### src/rtl/multdiv_sequencer_pkg.sv
// Shared constants for the mul/div sequencer: opcode and ALU-op values, state encoding, and
// the default exception and timeout parameters.
package multdiv_sequencer_pkg;

    localparam logic [4:0] R_OP   = 5'b00000;
    localparam logic [4:0] MUL_OP = 5'b00110;
    localparam logic [4:0] DIV_OP = 5'b00111;

    localparam int unsigned RSTATUS_IDX = 30;
    localparam int unsigned DEF_TIMEOUT = 64;
    localparam int unsigned DEF_MUL_CODE = 4;
    localparam int unsigned DEF_DIV_CODE = 5;

    typedef enum logic [1:0] {
        StIdle  = 2'd0,
        StIssue = 2'd1,
        StBusy  = 2'd2,
        StDone  = 2'd3
    } md_state_e;

endpackage

### src/rtl/multdiv_sequencer_decode.sv
// Combinational decode of a DX instruction into mul/div flags and destination register.
// Kept separate so hazard/stall logic can reuse the same decode.
module multdiv_sequencer_decode
    import multdiv_sequencer_pkg::*;
(
    input  logic [31:0] insn,
    output logic        is_mul,
    output logic        is_div,
    output logic [4:0]  rd
);

    logic r_type;

    always_comb begin
        r_type = (insn[31:27] == R_OP);
        is_mul = r_type && (insn[6:2] == MUL_OP);
        is_div = r_type && (insn[6:2] == DIV_OP);
        rd     = insn[26:22];
    end

endmodule

### src/rtl/multdiv_sequencer.sv
// Sequences the shared multi-cycle multiplier/divider: accepts a mul/div from DX, pulses the unit,
// stalls the front end while busy, then presents the result or an exception code for writeback.
module multdiv_sequencer
    import multdiv_sequencer_pkg::*;
#(
    parameter int unsigned TIMEOUT  = DEF_TIMEOUT,
    parameter int unsigned MUL_CODE = DEF_MUL_CODE,
    parameter int unsigned DIV_CODE = DEF_DIV_CODE,
    parameter int unsigned RSTATUS  = RSTATUS_IDX
) (
    input  logic        clock,
    input  logic        reset_n,
    input  logic        dx_valid,
    input  logic [31:0] dx_insn,
    input  logic [31:0] dx_opA,
    input  logic [31:0] dx_opB,
    input  logic        multdiv_RDY,
    input  logic        multdiv_exception,
    input  logic [31:0] multdiv_result,
    output logic        ctrl_MULT,
    output logic        ctrl_DIV,
    output logic [31:0] md_opA,
    output logic [31:0] md_opB,
    output logic        stall,
    output logic        wb_valid,
    output logic [4:0]  wb_rd,
    output logic [31:0] wb_data,
    input  logic        wb_ack
);

    localparam int unsigned CntW = $clog2(TIMEOUT + 1);
    localparam logic [CntW-1:0] CntMax = CntW'(TIMEOUT);

    md_state_e       state_q, state_d;
    logic [CntW-1:0] cnt_q, cnt_d;
    logic            op_div_q, op_div_d;
    logic [4:0]      rd_q, rd_d;
    logic            ctrl_mult_d, ctrl_div_d;
    logic [31:0]     md_opa_d, md_opb_d;
    logic            wb_valid_d;
    logic [4:0]      wb_rd_d;
    logic [31:0]     wb_data_d;

    logic            dec_mul, dec_div;
    logic [4:0]      dec_rd;

    multdiv_sequencer_decode u_decode (
        .insn   (dx_insn),
        .is_mul (dec_mul),
        .is_div (dec_div),
        .rd     (dec_rd)
    );

    always_comb begin
        state_d     = state_q;
        cnt_d       = cnt_q;
        op_div_d    = op_div_q;
        rd_d        = rd_q;
        ctrl_mult_d = 1'b0;
        ctrl_div_d  = 1'b0;
        md_opa_d    = md_opA;
        md_opb_d    = md_opB;
        wb_valid_d  = wb_valid;
        wb_rd_d     = wb_rd;
        wb_data_d   = wb_data;

        unique case (state_q)
            StIdle: begin
                if (dx_valid && (dec_mul || dec_div)) begin
                    md_opa_d    = dx_opA;
                    md_opb_d    = dx_opB;
                    rd_d        = dec_rd;
                    op_div_d    = dec_div;
                    ctrl_mult_d = dec_mul;
                    ctrl_div_d  = dec_div;
                    state_d     = StIssue;
                end
            end
            StIssue: begin
                cnt_d   = '0;
                state_d = StBusy;
            end
            StBusy: begin
                if (cnt_q != CntMax) begin
                    cnt_d = cnt_q + 1'b1;
                end
                // A real result wins over a timeout landing on the same cycle.
                if (multdiv_RDY && !multdiv_exception) begin
                    if (rd_q == 5'd0) begin
                        state_d = StIdle;
                    end else begin
                        wb_rd_d    = rd_q;
                        wb_data_d  = multdiv_result;
                        wb_valid_d = 1'b1;
                        state_d    = StDone;
                    end
                end else if (multdiv_RDY || (cnt_q == CntMax)) begin
                    wb_rd_d    = 5'(RSTATUS);
                    wb_data_d  = op_div_q ? 32'(DIV_CODE) : 32'(MUL_CODE);
                    wb_valid_d = 1'b1;
                    state_d    = StDone;
                end
            end
            StDone: begin
                if (wb_ack) begin
                    wb_valid_d = 1'b0;
                    state_d    = StIdle;
                end
            end
            default: state_d = StIdle;
        endcase
    end

    always_ff @(posedge clock or negedge reset_n) begin
        if (!reset_n) begin
            state_q   <= StIdle;
            cnt_q     <= '0;
            op_div_q  <= 1'b0;
            rd_q      <= 5'd0;
            ctrl_MULT <= 1'b0;
            ctrl_DIV  <= 1'b0;
            md_opA    <= 32'd0;
            md_opB    <= 32'd0;
            wb_valid  <= 1'b0;
            wb_rd     <= 5'd0;
            wb_data   <= 32'd0;
        end else begin
            state_q   <= state_d;
            cnt_q     <= cnt_d;
            op_div_q  <= op_div_d;
            rd_q      <= rd_d;
            ctrl_MULT <= ctrl_mult_d;
            ctrl_DIV  <= ctrl_div_d;
            md_opA    <= md_opa_d;
            md_opB    <= md_opb_d;
            wb_valid  <= wb_valid_d;
            wb_rd     <= wb_rd_d;
            wb_data   <= wb_data_d;
        end
    end

    assign stall = (state_q != StIdle);

endmodule

### config.mk
export PLATFORM = sky130hd
export DESIGN_NAME = multdiv_sequencer
export DESIGN_NICKNAME = d
export VERILOG_FILES = /design/src/rtl/multdiv_sequencer_pkg.sv /design/src/rtl/multdiv_sequencer_decode.sv /design/src/rtl/multdiv_sequencer.sv
export SDC_FILE = /design/constraint.sdc
export NUM_CORES = 1
export LEC_CHECK = 0
export ABC_CLOCK_PERIOD_IN_PS = 3210
export CORE_MARGIN = 4
export CORE_UTILIZATION = 44
export DETAILED_ROUTE_END_ITERATION = 12
export GPL_ROUTABILITY_DRIVEN = 0
export PLACE_DENSITY = 0.87
export SLEW_MARGIN = 20
export SYNTH_ARGS = -nofsm -noshare
export SYNTH_HDL_FRONTEND = slang
export SYNTH_SLANG_ARGS = --single-unit
### constraint.sdc
create_clock -name clock -period 3.21 [get_ports clock]
set_input_delay 0.321 -clock clock [delete_from_list [all_inputs] [get_ports clock]]
set_output_delay 0.321 -clock clock [all_outputs]
set_load 0.1 [all_outputs]
==> impl_metrics.json <==
{
  "hold_buffers": 0,
  "num_vias": 3749,
  "coreArea_mm2": 0.0109,
  "synth_area_per_cell_um2": 13.0,
  "reg2reg_depth": 4,
  "yosysSeqAreaShare_pct": 60.0,
  "drt_wl_total_mm": 13.5,
  "max-cap-violations": 0,
  "min_period_ns": 2.45,
  "finalInstanceArea_mm2": 0.00791,
  "r2r_setup_slack_ns": 0.76,
  "slew_violations": 0,
  "cts_tree": "done",
  "drc": 0,
  "firstDrtPassIters": 4,
  "hold_viol_final": 0,
  "timing.rr.start": "state_q[1]",
  "grt_usage_pct": 21.0,
  "cp_max_fo": 52,
  "slew_headroom_pct": 29.9,
  "wl_per_cell_um": 17.8,
  "antenna_found_initial": 0,
  "max_freq_ghz": 0.408,
  "die_w_um": 114,
  "start_util_pct": 45.4,
  "grt_max_degree": 74,
  "async_flop_share_pct": 100,
  "cellPowerDensity_mw_per_mm2": 899,
  "diodes": 0,
  "place_hpwl_mm": 9.99,
  "clk_latency_ns": 0.40,
  "cts_buffers": 17,
  "yosys_warnings": 0,
  "holdCritPathClass": "input port to asynchronous set/reset pin",
  "synth_edf_count": 0,
  "die_y_um": 114,
  "die-area_mm2": 0.0130,
  "grt_pass1_vias": 4200,
  "end_kind": "flip-flop",
  "htreeDepth": 4,
  "cts_setup_buffers": 0,
  "ys.flop_type": "dfrtp_1",
  "cts_resized": 0,
  "grt-ovfl-total": 0,
  "num_rows": 38,
  "antenna_left": 0,
  "final.setup.tns_ns": 0,
  "grt_first_pass_wirelength_mm": 20.9,
  "synth_cell_types": 33,
  "skew_ns": 0.00763,
  "syn-num-nets": 517,
  "cts-root-buf": "clkbuf_16",
  "vdd_ir_drop_max_v": 0.000911,
  "ys_ff_latch": 119,
  "rsz0062_at_grt": "false",
  "pin_count": 239,
  "nFillCells": 747,
  "drive_above_1_share_pct": 19.1,
  "crit_type": "flip-flop to flip-flop",
  "via_per_inst": 4.95,
  "clk_pin_slew_ns": 0.05,
  "synth_cells": 381,
  "status": "complete, no violations",
  "p_leak_nw": 3.60,
  "nNetsFinal": 742,
  "postPlaceCellArea_mm2": 0.00729,
  "worstSetupStartpointType": "flip-flop",
  "drtIter0Drc": 165,
  "period_share_pct": 76.3,
  "syn_area_mm2": 0.00496,
  "rr_endpoint": "md_opB[25]",
  "finalSetupViolCount": 0,
  "crit_required_ns": 3.49,
  "final_common_cell": "clkdlybuf4s50_1",
  "tightest_slew_ns": 1.05,
  "layout_common_cells": "clkdlybuf4s50_1 (217), dfrtp_1 (119), mux2_2 (76)",
  "cp.arrival_ns": 2.73,
  "ctsLongestPathBuffers": 2,
  "area_growth_pct": 59.3,
  "cts.sinks": 119,
  "port_buffers": 221
}
[cell usage after synthesis, types with 2 or more instances]
cell type	instances	area [µm²]
a21o_1	5	37.5
a21oi_1	2	10.0
a31oi_1	5	31.3
and4_1	2	17.5
buf_12	3	60.1
buf_2	7	35.0
buf_4	2	15.0
clkbuf_1	6	22.5
dfrtp_1	119	2980
ha_1	2	25.0
inv_1	36	135
mux2_2	76	856
mux2i_1	31	310
nand2_1	41	154
nand2b_1	5	31.3
nand3_1	8	40.0
nor2_1	8	30.0
nor2b_1	3	18.8
nor4_1	2	12.5
o211ai_1	2	15.0
o21ai_0	3	15.0
o22ai_1	2	12.5
[power breakdown]
group	switching, mW	internal [mW]	leakage, nW
clock	0.629	1.35	0.306
combinational	2.33	0.802	1.69
sequential	0.226	1.78	1.61
total	3.18	3.93	3.60
[how the worst max path moves through the flow]
stage,startpoint,depth (start not counted),end
floorplan,cnt_q[3],6,wb_data[0]
global placement,dx_valid,5,md_opB[9]
detailed placement,dx_valid,5,md_opB[1]
CTS,state_q[1],4,md_opB[1]
global route,state_q[1],4,md_opB[1]
finish,state_q[1],4,md_opB[25]
[metrics by stage]
step | cells | util, % | setup slack, ns | hold WS [ns] | power [mW]
2_1_floorplan | 381 | - | 1.47 | 0.0254 | 4.35
3_3_place_gp | 727 | 66.7 | 0.803 | 0.457 | 5.10
3_5_place_dp | 727 | 66.7 | 0.758 | 0.471 | 5.17
4_1_cts | 758 | 72.3 | 0.755 | 0.0899 | 7.17
5_1_grt | 758 | 72.3 | 0.596 | 0.118 | 7.38
6_report | 758 | 72.3 | 0.759 | 0.0546 | 7.11
[per-layer routing]
layer / vias to the layer above / part of all wire, % / GRT usage [%]
met3: 15 / 11 / 10.3
met1: 1823 / 35 / 21.1
met4: 0 / 1.3 / 6.81
met5: - / 0 / 0
met2: 175 / 53 / 37.7
li1: 1736 / - / -
[registers in the layout (all words and copies together), names as in the netlist]
name and count:
cnt_q 7, ctrl_DIV 1, ctrl_MULT 1, md_opA 32, md_opB 32, op_div_q 1, rd_q 5, state_q 2
wb_data 32, wb_rd 5, wb_valid 1
[worst max-delay path, stage by stage (launching register included)]
cell     delay (ns)
dfrtp_1        0.62
nor4b_1        0.64
nand3_4        0.39
buf_12         0.32
mux2_2         0.31
[final cells by class]
class / instances / area, µm² / share of cell area [%]
Multi-Input combinational cell: 207 / 1730 / 21.9
Clock inverter: 9 / 148 / 1.87
Tap cell: 140 / 175 / 2.21
Clock buffer: 22 / 474 / 5.99
Inverter: 36 / 135 / 1.71
Timing Repair Buffer: 225 / 2270 / 28.7
Sequential cell: 119 / 2980 / 37.6
[cell families after synthesis]
| group | count (synthesis) | synth area share (%) |
|---|---|---|
| flip-flops | 119 | 60.0 |
| buffers and inverters | 55 | 5.47 |
| adder cells (fa/ha/maj) | 2 | 0.504 |
| AND/OR/NAND/NOR | 75 | 7.41 |
| AO/OA/AOI/OAI | 23 | 3.15 |
| multiplexers | 107 | 23.5 |
Power figures use the tool's default switching activity.
